`src/rtl/servo_pkg.sv`:
```
// Shared servo constants: legal duty range, home position, PWM data width
// and the sequencer state encoding.
package servo_pkg;

    localparam int         POS_W    = 16;
    localparam logic [7:0] POS_MIN  = 8'd25;
    localparam logic [7:0] POS_MAX  = 8'd125;
    localparam logic [7:0] POS_HOME = 8'd75;

    typedef enum logic {
        ST_IDLE,
        ST_UPDATE
    } seq_state_t;

    function automatic logic [7:0] clamp_pos(input logic [7:0] p);
        if (p < POS_MIN) return POS_MIN;
        if (p > POS_MAX) return POS_MAX;
        return p;
    endfunction

endpackage

```
`src/rtl/servo_frame_timer.sv`:
```
// Free-running frame counter; frame_tick is a registered one-cycle pulse
// in the cycle after the counter reaches FRAME_CYCLES-1.
module servo_frame_timer #(
    parameter int FRAME_CYCLES = 1_000_000
) (
    input  logic clk,
    input  logic rst,
    output logic frame_tick
);

    localparam int CNT_W = (FRAME_CYCLES > 1) ? $clog2(FRAME_CYCLES) : 1;
    localparam logic [CNT_W-1:0] CNT_LAST = CNT_W'(FRAME_CYCLES - 1);

    logic [CNT_W-1:0] cnt_q, cnt_d;
    logic             tick_q, tick_d;

    always_comb begin
        tick_d = (cnt_q == CNT_LAST);
        cnt_d  = tick_d ? '0 : cnt_q + CNT_W'(1);
    end

    always_ff @(posedge clk or posedge rst) begin
        if (rst) begin
            cnt_q  <= '0;
            tick_q <= 1'b0;
        end else begin
            cnt_q  <= cnt_d;
            tick_q <= tick_d;
        end
    end

    assign frame_tick = tick_q;

endmodule

```
`src/rtl/servo_motion_sequencer.sv`:
```
// Per-channel servo position scheduler: clamped targets arrive over a
// valid/ready port, and each frame every enabled channel slews one STEP.
module servo_motion_sequencer
    import servo_pkg::*;
#(
    parameter int NUM_CH       = 4,
    parameter int CH_W         = 2,
    parameter int FRAME_CYCLES = 1_000_000,
    parameter int STEP         = 1
) (
    input  logic                    clk,
    input  logic                    rst,
    input  logic                    cmd_valid,
    output logic                    cmd_ready,
    input  logic [CH_W-1:0]         cmd_ch,
    input  logic                    cmd_en,
    input  logic [7:0]              cmd_pos,
    input  logic                    halt,
    output logic [POS_W*NUM_CH-1:0] pos_out,
    output logic [NUM_CH-1:0]       en_out,
    output logic                    frame_tick,
    output logic                    busy,
    output logic                    cmd_err
);

    localparam int IDX_W = (NUM_CH > 1) ? $clog2(NUM_CH) : 1;
    localparam logic [IDX_W-1:0] IDX_LAST = IDX_W'(NUM_CH - 1);
    localparam logic [8:0]       STEP9    = 9'(STEP);

    seq_state_t       state_q, state_d;
    logic [IDX_W-1:0] ch_idx_q, ch_idx_d;
    logic [7:0]       pos_q [NUM_CH];
    logic [7:0]       pos_d [NUM_CH];
    logic [7:0]       tgt_q [NUM_CH];
    logic [7:0]       tgt_d [NUM_CH];
    logic [7:0]       step_pos [NUM_CH];
    logic [NUM_CH-1:0] en_q, en_d;
    logic             busy_q, busy_d;
    logic             err_q, err_d;
    logic [IDX_W-1:0] cmd_idx;
    logic             cmd_ch_ok;

    servo_frame_timer #(
        .FRAME_CYCLES(FRAME_CYCLES)
    ) u_frame_timer (
        .clk       (clk),
        .rst       (rst),
        .frame_tick(frame_tick)
    );

    assign cmd_idx   = cmd_ch[IDX_W-1:0];
    assign cmd_ch_ok = (int'(cmd_ch) < NUM_CH);

    // 9-bit step arithmetic so pos +/- STEP never wraps before the compare.
    for (genvar gi = 0; gi < NUM_CH; gi++) begin : g_ch
        logic [8:0] p9, t9, up9, dn9;
        assign p9  = {1'b0, pos_q[gi]};
        assign t9  = {1'b0, tgt_q[gi]};
        assign up9 = p9 + STEP9;
        assign dn9 = p9 - STEP9;
        assign step_pos[gi] = (p9 < t9) ? ((up9 >= t9) ? tgt_q[gi] : up9[7:0]) :
                              (p9 > t9) ? ((p9 < STEP9 || dn9 <= t9) ? tgt_q[gi] : dn9[7:0]) :
                              pos_q[gi];
        assign pos_out[gi*POS_W +: POS_W] = {{(POS_W-8){1'b0}}, pos_q[gi]};
    end

    always_comb begin
        state_d   = state_q;
        ch_idx_d  = ch_idx_q;
        pos_d     = pos_q;
        tgt_d     = tgt_q;
        en_d      = en_q;
        err_d     = 1'b0;
        busy_d    = 1'b0;
        cmd_ready = 1'b0;

        case (state_q)
            ST_IDLE: begin
                cmd_ready = 1'b1;
                if (cmd_valid) begin
                    if (!cmd_ch_ok) begin
                        err_d = 1'b1;
                    end else if (cmd_en) begin
                        tgt_d[cmd_idx] = clamp_pos(cmd_pos);
                        en_d[cmd_idx]  = 1'b1;
                    end else begin
                        en_d[cmd_idx]  = 1'b0;
                    end
                end
                if (frame_tick) begin
                    state_d  = ST_UPDATE;
                    ch_idx_d = '0;
                end
            end
            ST_UPDATE: begin
                if (en_q[ch_idx_q] && !halt) begin
                    pos_d[ch_idx_q] = step_pos[ch_idx_q];
                end
                if (ch_idx_q == IDX_LAST) begin
                    state_d = ST_IDLE;
                end else begin
                    ch_idx_d = ch_idx_q + IDX_W'(1);
                end
            end
            default: state_d = ST_IDLE;
        endcase

        // busy tracks the state being registered, so it never lags pos_out.
        for (int i = 0; i < NUM_CH; i++) begin
            if (en_d[i] && (pos_d[i] != tgt_d[i])) busy_d = 1'b1;
        end
    end

    always_ff @(posedge clk or posedge rst) begin
        if (rst) begin
            state_q  <= ST_IDLE;
            ch_idx_q <= '0;
            en_q     <= '0;
            busy_q   <= 1'b0;
            err_q    <= 1'b0;
            for (int i = 0; i < NUM_CH; i++) begin
                pos_q[i] <= POS_HOME;
                tgt_q[i] <= POS_HOME;
            end
        end else begin
            state_q  <= state_d;
            ch_idx_q <= ch_idx_d;
            en_q     <= en_d;
            busy_q   <= busy_d;
            err_q    <= err_d;
            pos_q    <= pos_d;
            tgt_q    <= tgt_d;
        end
    end

    assign en_out  = en_q;
    assign busy    = busy_q;
    assign cmd_err = err_q;

endmodule

```
`config.mk`:
```
export PLATFORM = sky130hd
export DESIGN_NAME = servo_motion_sequencer
export DESIGN_NICKNAME = d
export VERILOG_FILES = /design/src/rtl/servo_pkg.sv /design/src/rtl/servo_frame_timer.sv /design/src/rtl/servo_motion_sequencer.sv
export SDC_FILE = /design/constraint.sdc
export NUM_CORES = 1
export LEC_CHECK = 0
export ABC_CLOCK_PERIOD_IN_PS = 6000
export BUFFER_PORTS_ARGS = -buffer_cell sky130_fd_sc_hd__buf_2
export CAP_MARGIN = 15
export CELL_PAD_IN_SITES_DETAIL_PLACEMENT = 0
export CELL_PAD_IN_SITES_GLOBAL_PLACEMENT = 1
export CORE_MARGIN = 2
export CORE_UTILIZATION = 40
export CTS_BUF_LIST = sky130_fd_sc_hd__clkbuf_16
export DETAILED_ROUTE_END_ITERATION = 12
export GPL_TIMING_DRIVEN = 0
export HOLD_SLACK_MARGIN = 0.12
export PLACE_DENSITY = 0.75
export SETUP_SLACK_MARGIN = 0.4
export SLEW_MARGIN = 20
export SYNTH_ARGS = -nofsm -noshare
export SYNTH_HDL_FRONTEND = slang
export SYNTH_HIERARCHICAL = 1
export SYNTH_SLANG_ARGS = --single-unit
```
`constraint.sdc`:
```
create_clock -name clk -period 6 [get_ports clk]
set_clock_uncertainty 0.05 [all_clocks]
set_input_delay 0.6 -clock clk [delete_from_list [all_inputs] [get_ports clk]]
set_output_delay 0.6 -clock clk [all_outputs]
set_load 0.01 [all_outputs]
```
* Word level (Yosys, flattened, before mapping)
Cells that the tools add are included.
** Word-level totals
- Flip-flop bits (word level) :: 93
- Output and inout bits :: 72
- Word-level logic and storage cells :: 146
** Operators by class
- Add/sub/neg operators :: 10
- Order comparisons :: 29
- Equal/unequal tests :: 8
- Multiplexer cells :: 65
- Bitwise gates (word level) :: 6
- Reductions and logical operators :: 14
** Operators with widths (count)
- 8-bit two-way mux :: 27
- 32-bit two-way mux :: 5
- 32-bit bitwise mux :: 2
- 8-bit by 1-bit adder with 9-bit output, second input constant :: 4
- 9-bit by 8-bit greater-or-equal comparator with 1-bit output :: 4
- 9-bit by 8-bit <= comparator with 1-bit output :: 4
- 8-bit by 1-bit subtractor with 9-bit output, second input constant :: 4
- 8-bit demux with 2-bit select :: 2
- 8-bit > comparator :: 4
- 8-bit by 1-bit less-than comparator with 1-bit output, second input constant :: 4
- 8-bit less-than comparator :: 4
- 8-bit inequality test :: 4
- 20-bit by 1-bit adder with 20-bit output, second input constant :: 1
- 20-bit equality test, second input constant :: 1
- 20-bit two-way mux :: 1
- 1-bit two-way mux :: 18
- 8-bit binary-select mux with 2-bit select :: 1
- 4-bit two-way mux :: 3
- 8-bit by 7-bit > comparator with 1-bit output, second input constant :: 1
- 1-bit logical AND :: 8
- 8-bit by 5-bit less-than comparator with 1-bit output, second input constant :: 1
- 3-bit greater-or-equal comparator, second input constant :: 2
- 2-bit by 3-bit less-than comparator with 1-bit output, second input constant :: 2
- 3-bit by 1-bit less-than comparator with 1-bit output, second input constant :: 2
- 18 further kinds :: 23

* Depth between registers and ports, before layout
- Word-level depth :: 24
- Depth in mapped cells :: 21

* Modules after synthesis
Netlist, hierarchy kept.
** By module, submodules not included
- servo_motion_sequencer :: times used 1, cells an instance 1151, area an instance 9033.7 µm², seq. area each 1841.8 µm²
- servo_frame_timer :: times used 1, cells an instance 97, area an instance 997.2 µm², seq. area each 525.5 µm²

* Worst setup path before layout
OpenSTA, ideal clock, no wires.
- Path type :: flip-flop to flip-flop
- From :: register pos_q (netlist bit pos_out[32])
- To :: register busy_q (netlist: busy)
- Arrival time :: 4.451 ns
- Data required time :: 5.804 ns
- Path slack :: 1.353 ns
- Cell stages (with the launch flop) :: 21
- Buffers on the path :: 2
- Clock period less this slack :: 4.647 ns
- Path through :: dfstp_2 -> buf_4 -> inv_1 -> ha_1 -> or3b_1 -> buf_2 -> or3_4 -> xnor2_1 -> ha_1 -> a211oi_1 -> o21ai_0 -> a211o_1 -> nand2_4 -> mux2i_1 -> o32a_1 -> o32a_2 -> xnor2_1 -> a211oi_1 -> o221ai_2 -> o41ai_2 -> o2111ai_1
** Between the ends
- Longest elaborated chain between the ends :: 18
** Ends and longest elaborated chain
- start: declaration :: RTL line servo_motion_sequencer.sv:32 : logic [7:0] pos_q [NUM_CH];
- start signal: assignment :: RTL line servo_motion_sequencer.sv:131 : pos_q <= pos_d;
- 8-bit by 1-bit subtractor with 9-bit output :: RTL line servo_motion_sequencer.sv:60 : assign dn9 = p9 - STEP9;
- 9-bit by 8-bit <= comparator with 1-bit output :: RTL line servo_motion_sequencer.sv:62 : (p9 > t9) ? ((p9 < STEP9 || dn9 <= t9) ? tgt_q[gi] : dn9[7:0]) :
- 1-bit logical OR :: RTL line servo_motion_sequencer.sv:62
- 8-bit two-way mux (2 in series) :: RTL line servo_motion_sequencer.sv:62
- 8-bit two-way mux :: RTL line servo_motion_sequencer.sv:61 : assign step_pos[gi] = (p9 < t9) ? ((up9 >= t9) ? tgt_q[gi] : up9[7:0]) :
- 8-bit binary-select mux with 2-bit select :: RTL line servo_motion_sequencer.sv:97 : pos_d[ch_idx_q] = step_pos[ch_idx_q];
- 8-bit two-way mux (not written as such) (2 in series) :: RTL line servo_motion_sequencer.sv:97
- 32-bit bitwise mux :: RTL line servo_motion_sequencer.sv:97
- 32-bit two-way mux :: RTL line servo_motion_sequencer.sv:96 : if (en_q[ch_idx_q] && !halt) begin
- 32-bit two-way mux * :: RTL line servo_motion_sequencer.sv:77 : case (state_q)
- 8-bit inequality test :: RTL line servo_motion_sequencer.sv:110 : if (en_d[i] && (pos_d[i] != tgt_d[i])) busy_d = 1'b1;
- 1-bit logical AND :: RTL line servo_motion_sequencer.sv:110
- 1-bit two-way mux (3 in series) :: RTL line servo_motion_sequencer.sv:110
- 1-bit two-way mux * :: RTL line servo_motion_sequencer.sv:110
- named net busy_d :: RTL line servo_motion_sequencer.sv:38 : logic busy_q, busy_d;
- end signal: assignment :: RTL line servo_motion_sequencer.sv:129 : busy_q <= busy_d;
- end: declaration :: RTL line servo_motion_sequencer.sv:38
Mark *: on every way through the listed nets, which the timed path passes. The rest lies on a longest branch. The select of a mux whose other input is x is not followed.
A chain may end at the register's enable or synchronous reset.

==> flow_metrics.tcl <==
set metrics [dict create \
    cpMaxStageDelayCell "dfstp_2" \
    fin_tns_setup_ps 0 \
    grt_max_degree 38 \
    place_inst 1658 \
    dieArea_um2 26400 \
    tritoncts "done" \
    peakVddDrop_uv 129 \
    start_kind "flip-flop" \
    grt_pass1_wl_um 54300 \
    drt-total-wl_um 34300 \
    drv_cap 0 \
    area_delta_synth_final_pct 13.4 \
    layout_min_cycle_time_ps 5460 \
    clk_pin_slew_worst_paths_ps 70 \
    pin_count 87 \
    ctsHoldBuffers 0 \
    drv_slew 0 \
    start_util_pct 41.0 \
    clock-sinks 93 \
    viasPerCell 5.80 \
    ant_nets 0 \
    relSlewSlack_pct 15.3 \
    status "finished clean" \
    drtIter0Drc 956 \
    htreeDepth 3 \
    cts-root-buf "clkbuf_16" \
    async_reset_ff_share_pct 100 \
    grt_overflow_total 0 \
    cts_buffer_depth 2 \
    fp.coreArea_um2 24500 \
    setup_slack_ps 539 \
    wl_per_cell_um 20.3 \
    hp-class "in2async" \
    crit_fanout 10 \
    first_pass_iters 6 \
    die_x_um 162 \
    synth_area_um2 10000 \
    tightest_slew_ps 1260 \
    ys_ff_latch 93 \
    chipHeight_um 162 \
    antenna_found_initial 0 \
    crit_family "compound AO/OA/AOI/OAI gates" \
    io_buffers 53 \
    yosysWarnings 6 \
    fin_cells 1687 \
    crit_buf_inv 2 \
    drive_above_1_share_pct 17.5 \
    final.period_utilization_pct 91.0 \
    ys.flop_type "dfrtp_1" \
    seq_area_frac_synth_pct 23.6 \
    p_leak_uw 0.00531 \
    syn_inst 1248 \
    ys_types 97 \
    max_stage_delay_ps 650 \
    rows 57 \
    numCtsBuffers 9 \
    insertion_delay_ps 360 \
    drc 0 \
    postSynthAreaPerCell_um2 8.04 \
    hold_viol 0 \
    power.density_nw_per_um2 173 \
    setup_viol 0 \
    path_class "reg2reg" \
    path_cells "inv_1 > ha_1 > or3b_4 > nor3_2 > xor2_1 > ha_1 > nand4_1 > or4b_1 > o221ai_2 > nor2_1 > o211ai_1 > a32oi_2 > a2111oi_4 > buf_4 > nand2_1 > o21ai_0 > o221ai_1 > o41ai_2 > o2111ai_2" \
    arrival_ps 5600 \
    stdcell_area_um2 11400 \
    grt_pass1_vias 9360 \
    rsz0062_at_grt "false" \
    pre_cts_slack_ps 321 \
    endpoint_kind "flip-flop" \
    nNetsFinal 1478 \
    diodes 0 \
    synth-edff-count 0 \
    gp_congestion 0.909 \
    path_common_cell "ha_1" \
    dp_hpwl_um 26600 \
    num_vias 9785 \
    max_freq_ghz 0.183 \
    required_ps 6140 \
    grtUsageTotal_pct 26.4 \
    placed_area_um2 10900 \
]
path summary, 6_finish.rpt:
path                                                  start                                to  slack, ps  cells past startpoint
hold / removal                                          rst           g_ch[0].t9[7]$_DFF_PP0_        240                      2
hold reg to reg            u_frame_timer/cnt_q[0]$_DFF_PP0_  u_frame_timer/cnt_q[0]$_DFF_PP0_        400                      1
setup / recovery                       pos_out[0]$_DFF_PP1_                    busy$_DFF_PP0_        540                     19
setup reg to reg                       pos_out[0]$_DFF_PP1_                    busy$_DFF_PP0_        540                     19
min in group clk           u_frame_timer/cnt_q[0]$_DFF_PP0_  u_frame_timer/cnt_q[0]$_DFF_PP0_        400                      1
max in group asynchronous                               rst  u_frame_timer/cnt_q[6]$_DFF_PP0_       5020                      2
synthesized netlist by cell type, types with 22 or more instances:
library cell | n | area (µm²)
nand2_1 | 139 | 522
ha_1 | 105 | 1310
a21oi_1 | 89 | 445
o21ai_0 | 83 | 415
inv_1 | 82 | 308
nor2_1 | 76 | 285
dfrtp_1 | 61 | 1530
xnor2_1 | 52 | 455
nand3_1 | 41 | 205
buf_4 | 36 | 270
clkbuf_1 | 36 | 135
dfstp_2 | 32 | 841
nand4_1 | 30 | 188
xor2_1 | 28 | 245
nor3_1 | 22 | 110
logic make-up after synthesis:
logic type	share of synthesized area (%)
other	0.0374
muxes	3.26
adders and majority gates	13.1
and+or+nand+nor	20.7
DFF	23.6
buffers and inverters	8.38
xor gates and xnor gates	6.99
AOI/OAI and AO/OA	23.9
routing by layer:
layer | vias to the layer above | wire length (µm) | global-route usage, %
met5 | - | 0 | 0
met4 | 0 | 712 | 7.80
met3 | 51 | 2010 | 2.83
met2 | 343 | 15900 | 42.6
met1 | 4687 | 15700 | 37.3
li1 | 4704 | - | -
power breakdown:
| part | total, µW | switching [µW] | leakage [µW] | internal (µW) |
|---|---|---|---|---|
| sequential | 735 | 47.9 | 0.00112 | 687 |
| combinational | 639 | 399 | 0.00404 | 240 |
| clock | 597 | 271 | 0.000153 | 326 |
area by class of cell:
type	count	area (µm²)
tap	324	405
clock buffer	9	225
sequential	93	2370
inverter	83	314
timing repair buffer	67	383
multi-input combinational	1012	7070
clock inverter	7	76.3
buffer	92	534
fill	2497	13100
cell usage in the layout, fill, tap and decap left out, drive strengths merged, types with 15 or more instances in the layout:
master  instances
a21oi          89
nand4          30
a21o           19
conb           33
buf           123
xor2           28
a221oi         15
xnor2          52
and2           15
o21ai          86
dfrtp          61
nor2           77
clkbuf         45
inv            84
ha            105
dfstp          32
nand3          41
nor3           24
nand2         141
mux2i          21
through the flow:
stage	total power [µW]	util (%)	hold WS [ps]
6_report	1970	46.5	238
5_1_grt	2080	46.5	271
4_1_cts	1950	45.8	259
3_5_place_dp	1340	44.4	398
3_3_place_gp	1330	44.2	394
2_1_floorplan	1160	-	372
registers in the layout, summed over array words and instances (netlist names):
| name | cells |
|---|---|
| u_frame_timer/cnt_q | 20 |
| pos_out | 32 |
| state_q | 1 |
| busy | 1 |
| ch_idx_q | 2 |
| u_frame_timer/frame_tick | 1 |
| g_ch.t9 | 32 |
| en_out | 4 |
what timing repair did:
| item | in CTS | in global routing |
|---|---|---|
| setup buffers | 2 | 11 |
| gates resized for setup | 7 | 26 |
| setup endpoints to repair | 1 | 1 |
| pin swaps | 1 | 11 |
Power figures use the tool's default switching activity.
